$ cat config.mk
export PLATFORM = sky130hd
export DESIGN_NAME = imem_loader
export DESIGN_NICKNAME = d
export VERILOG_FILES = /design/src/rtl/imem_loader.sv
export SDC_FILE = /design/constraint.sdc
export NUM_CORES = 1
export LEC_CHECK = 0
export BUFFER_PORTS_ARGS = -buffer_cell sky130_fd_sc_hd__buf_2
export CORE_MARGIN = 5
export CORE_UTILIZATION = 58
export CTS_BUF_LIST = sky130_fd_sc_hd__clkbuf_4
export DETAILED_ROUTE_END_ITERATION = 7
export GPL_TIMING_DRIVEN = 0
export PLACE_DENSITY_LB_ADDON = 0.05
export RECOVER_POWER = 25
export SLEW_MARGIN = 10
export SYNTH_ARGS = -nofsm -noshare
export SYNTH_HDL_FRONTEND = slang
export SYNTH_SLANG_ARGS = --single-unit
$ cat constraint.sdc
create_clock -name Clk -period 3.3 [get_ports Clk]
set_input_delay 0.165 -clock Clk [delete_from_list [all_inputs] [get_ports Clk]]
set_output_delay 0.165 -clock Clk [all_outputs]
set_load 0.05 [all_outputs]
$ cat src/rtl/imem_loader.sv
// Byte-stream boot loader: header, big-endian words, one write strobe per word.
// Optional trailer checksum enabled by defining IMEM_LOADER_CHECKSUM_EN.
module imem_loader #(
  parameter int DEPTH_WORDS = 512
) (
  input  logic        Clk,
  input  logic        Rst,
  input  logic        Start,
  input  logic [7:0]  ByteIn,
  input  logic        ByteValid,
  output logic        ByteReady,
  output logic [31:0] WriteAddress,
  output logic [31:0] WriteData,
  output logic        MemWrite,
  output logic        CpuHold,
  output logic        Done,
  output logic        Error
);

  localparam int IW = $clog2(DEPTH_WORDS) + 1;
  localparam logic [IW-1:0] ONE = 1;

  typedef enum logic [2:0] {
    IDLE,
    HDR,
    DATA,
    WRITE,
`ifdef IMEM_LOADER_CHECKSUM_EN
    CHK,
`endif
    DONE,
    ERR
  } state_t;

  state_t        state;
  logic [1:0]    byte_cnt;
  logic [23:0]   shift;
  logic [IW-1:0] index;
  logic [IW-1:0] n_words;
`ifdef IMEM_LOADER_CHECKSUM_EN
  logic [31:0]   sum;
`endif

  logic [31:0] word;
  logic        take;
  logic        last;

  // Incoming byte completes the word being shifted in, MSB first
  assign word = {shift, ByteIn};
  assign take = ByteValid & ByteReady;
  assign last = take & (byte_cnt == 2'd3);

  // Loader FSM with registered outputs
  always_ff @(posedge Clk or posedge Rst) begin
    if (Rst) begin
      state        <= IDLE;
      byte_cnt     <= 2'd0;
      shift        <= 24'd0;
      index        <= '0;
      n_words      <= '0;
      ByteReady    <= 1'b0;
      WriteAddress <= 32'd0;
      WriteData    <= 32'd0;
      MemWrite     <= 1'b0;
      CpuHold      <= 1'b0;
      Done         <= 1'b0;
      Error        <= 1'b0;
`ifdef IMEM_LOADER_CHECKSUM_EN
      sum          <= 32'd0;
`endif
    end else begin
      MemWrite <= 1'b0;
      if (take) begin
        shift    <= word[23:0];
        byte_cnt <= byte_cnt + 2'd1;
      end
      case (state)
        IDLE, DONE, ERR: begin
          if (Start) begin
            state     <= HDR;
            ByteReady <= 1'b1;
            CpuHold   <= 1'b1;
            Done      <= 1'b0;
            Error     <= 1'b0;
            index     <= '0;
            byte_cnt  <= 2'd0;
`ifdef IMEM_LOADER_CHECKSUM_EN
            sum       <= 32'd0;
`endif
          end
        end
        HDR: begin
          if (last) begin
            if (word == 32'd0) begin
              state     <= DONE;
              ByteReady <= 1'b0;
              CpuHold   <= 1'b0;
              Done      <= 1'b1;
            end else if (word > 32'(DEPTH_WORDS)) begin
              state     <= ERR;
              ByteReady <= 1'b0;
              CpuHold   <= 1'b0;
              Error     <= 1'b1;
            end else begin
              state   <= DATA;
              n_words <= word[IW-1:0];
            end
          end
        end
        DATA: begin
          if (last) begin
            state        <= WRITE;
            ByteReady    <= 1'b0;
            MemWrite     <= 1'b1;
            WriteData    <= word;
            WriteAddress <= {{(30-IW){1'b0}}, index, 2'b00};
`ifdef IMEM_LOADER_CHECKSUM_EN
            sum          <= sum + word;
`endif
          end
        end
        WRITE: begin
          index <= index + ONE;
          if (index + ONE == n_words) begin
`ifdef IMEM_LOADER_CHECKSUM_EN
            state     <= CHK;
            ByteReady <= 1'b1;
`else
            state     <= DONE;
            CpuHold   <= 1'b0;
            Done      <= 1'b1;
`endif
          end else begin
            state     <= DATA;
            ByteReady <= 1'b1;
          end
        end
`ifdef IMEM_LOADER_CHECKSUM_EN
        CHK: begin
          if (last) begin
            ByteReady <= 1'b0;
            CpuHold   <= 1'b0;
            if (word == sum) begin
              state <= DONE;
              Done  <= 1'b1;
            end else begin
              state <= ERR;
              Error <= 1'b1;
            end
          end
        end
`endif
        default: begin
          state     <= IDLE;
          ByteReady <= 1'b0;
          CpuHold   <= 1'b0;
        end
      endcase
    end
  end

endmodule

==> impl_metrics.py <==
metrics = {
    "die": {
        "die_area_sq_um": 9470,
        "coreArea_sq_um": 7330,
        "row_count": 31,
        "initial_utilization_pct": 60.3,
        "die_h_um": 97.3,
        "pin_count": 81,
        "die_w_um": 97.3,
    },
    "timing": {
        "fmax_mhz": 401,
        "slew_violations": 51,
        "finalSetupViolCount": 0,
        "clock_skew_ps": 18.5,
        "layout_min_cycle_time_ps": 2500,
        "holdWs_ps": 15.4,
        "maxSlewHeadroom_pct": -29.3,
        "final_hold_viol_count": 0,
        "worstMarginPinSlew_ps": 1940,
        "finalCritPeriodShare_pct": 75.6,
        "rsz0062_at_grt": "no",
    },
    "finish": {
        "finish.utilization_pct": 69.0,
        "syn2layout_area_growth_pct": 14.5,
        "layout-drive-gt1-share_pct": 41.7,
        "n_fill_cell": 560,
        "nets": 466,
        "diodes": 0,
    },
    "power": {
        "vdd_ir_drop_max_v": 0.000298,
        "pwr_density_cell_nw_per_um2": 531,
        "p_leak_nw": 2.62,
    },
    "yosys": {
        "synth-async-reset-ratio_pct": 100,
        "synthTopCellsByArea": "dfrtp_1, mux2_2, buf_4",
        "synth_top_cell_by_area": "dfrtp_1",
        "syn_area_sq_um": 4420,
        "ys_ff_latch": 96,
        "syn_area_per_cell_sq_um": 12.3,
        "yosys_warnings": 0,
        "synth.distinct_cells": 47,
        "syn_inst": 360,
        "ys.flop_type": "dfrtp_1",
        "ys_seq_area_share_pct": 54.4,
        "synth_edf_count": 0,
        "netlist.area_leader.share_pct": 54.4,
    },
    "detailed_routing": {
        "first_iter_violations": 141,
        "dr.pass1.iters": 4,
        "routed_wl_um": 8800,
        "viasPerCell": 5.41,
        "num_vias": 3000,
        "route.detailed.drc": 0,
        "wl_per_cell_um": 15.8,
        "ant_nets": 0,
    },
    "grt": {
        "antenna_found_initial": 0,
        "grt_first_pass_wirelength_um": 15100,
        "grt_max_degree": 52,
        "overflow": 0,
        "grtUsageTotal_pct": 19.5,
        "first_global_vias": 2966,
    },
    "clock_tree": {
        "clockRootBuffer": "clkbuf_4",
        "htree_levels": 3,
        "cts_sinks": 96,
        "insertion_delay_ps": 430,
        "clkSlewWorstSetupHoldPaths_ps": 140,
        "numCtsBuffers": 9,
        "cts_tree": "done",
        "clockBufferDepth": 2,
    },
    "setup_path": {
        "required_ps": 3620,
        "crit_family": "simple AND/OR/NAND/NOR gates",
        "critical-path-max-stage-delay_ps": 530,
        "crit_buf_inv": 1,
        "startpoint": "byte_cnt[0]$_DFF_PP0_",
        "crit_path_cell_trace": "ha_1, nand3_1, or2_2, nor3_2, buf_2, mux2_2",
        "critPathKind": "reg2reg",
        "arrival_ps": 2820,
        "cp_slowest_cell": "nor3_2",
        "cp-start-kind": "register",
        "critPathMaxFanout": 10,
        "rr_startpoint": "byte_cnt[0]$_DFF_PP0_",
        "endpoint_kind": "register",
    },
    "min_path": {
        "worstHoldStart": "ByteIn[3]",
        "hp-class": "in2reg",
    },
    "placement": {
        "hpwl_um": 6600,
        "io_buffers": 58,
        "place.gp.congestion": 0.863,
    },
    "run": {
        "cap_violations": 1,
    },
    "status": {
        "status": "finished, violations left",
        "violations": "max-capacitance violations, max-slew violations",
    },
}
what timing repair did:
item,CTS,global route
gates resized for setup,0,0
setup buffers,0,0
hold endpoints to repair,50,0
hold buffers,1,0
cells in the final DEF (no fill, tap or decap), types with 3 or more instances in the layout:
| master | instances |
|---|---|
| dfrtp_1 | 96 |
| mux2_2 | 74 |
| buf_2 | 66 |
| buf_4 | 24 |
| nor2_1 | 23 |
| conb_1 | 22 |
| o21ai_0 | 19 |
| nand2_1 | 15 |
| xnor2_1 | 11 |
| clkbuf_4 | 10 |
| nand3_1 | 9 |
| a21oi_1 | 8 |
| clkbuf_1 | 6 |
| o31ai_1 | 6 |
| nor4_1 | 6 |
| inv_1 | 5 |
| nor3_1 | 5 |
| and3_1 | 4 |
| a31oi_1 | 3 |
| xor2_1 | 3 |
cells by family (layout without fill, tap and decap cells):
kind of cell,count (synthesis),count (layout),share of synthesized area (%)
AO/OA/AOI/OAI,49,49,7.39
flip-flops,96,96,54.4
XOR/XNOR,14,14,2.77
buffers and inverters,43,118,5.92
multiplexers,74,74,18.9
adder cells (fa/ha/maj),2,2,0.566
AND/OR/NAND/NOR,81,81,10.1
other,1,22,0.0849
final timing paths:
kind / to / slack (ps) / cells after the start
min in group asynchronous: WriteAddress[4]$_DFFE_PP0P_ / 890 / 3
setup reg to reg: WriteData[10]$_DFFE_PP0P_ / 800 / 6
max in group asynchronous: state[0]$_DFFE_PP0P_ / 1290 / 3
hold reg to reg: WriteData[20]$_DFFE_PP0P_ / 520 / 1
setup / recovery: WriteData[10]$_DFFE_PP0P_ / 800 / 6
hold / removal: WriteData[3]$_DFFE_PP0P_ / 20 / 2
sequential cells by signal, summed over array words and instances (netlist names):
register / count
ByteReady: 1
CpuHold: 1
Done: 1
Error: 1
MemWrite: 1
WriteAddress: 10
WriteData: 32
byte_cnt: 2
index: 10
n_words: 10
shift: 24
state: 3
power breakdown:
group / switching (W) / internal, W
clock: 0.000378 / 0.000160
sequential: 0.000200 / 0.00137
combinational: 0.000322 / 0.000259
total: 0.000900 / 0.00178
area by class of cell:
| cell class | count | area, sq um | area share (%) |
|---|---|---|---|
| timing repair buffer | 60 | 328 | 6.48 |
| clock buffer | 10 | 75.1 | 1.48 |
| sequential | 96 | 2400 | 47.5 |
| multi-input combinational | 242 | 1830 | 36.3 |
| clock inverter | 5 | 33.8 | 0.668 |
| tap | 99 | 124 | 2.45 |
| buffer | 38 | 243 | 4.80 |
| inverter | 5 | 18.8 | 0.371 |
Yosys cell counts (2+ instances only):
master / count
nor4_1: 6
clkbuf_1: 6
nand3_1: 9
nand2b_1: 2
inv_1: 5
nand4_1: 2
nand2_1: 15
ha_1: 2
buf_4: 24
o21ai_0: 19
a21oi_1: 8
and3_1: 4
dfrtp_1: 96
xor2_1: 3
xnor2_1: 11
nor3_1: 5
or3_1: 2
a31oi_1: 3
nor2_1: 23
mux2_2: 74
buf_2: 8
o31ai_1: 6
a31o_2: 2
nand3_2: 2
layer usage:
layer	vias to the layer above	global-route usage, %	part of all wire (%)
met5	-	0	0
met4	0	6.07	1.2
met3	10	4.52	6.0
met2	86	29.3	46
met1	1472	28.2	47
li1	1432	-	-
metrics by stage:
step	power (W)	setup TNS [ps]	area (sq um)	worst slack, ps	instances
after CTS	0.00269	0	5060	812	555
after global routing	0.00284	0	5060	666	555
after detailed placement	0.00217	0	4940	845	539
after global placement	0.00214	-38910	4910	-411	538
final	0.00268	0	5060	804	555
after floorplan	0.00200	0	4500	630	381
(Power assumes the default switching activity.)
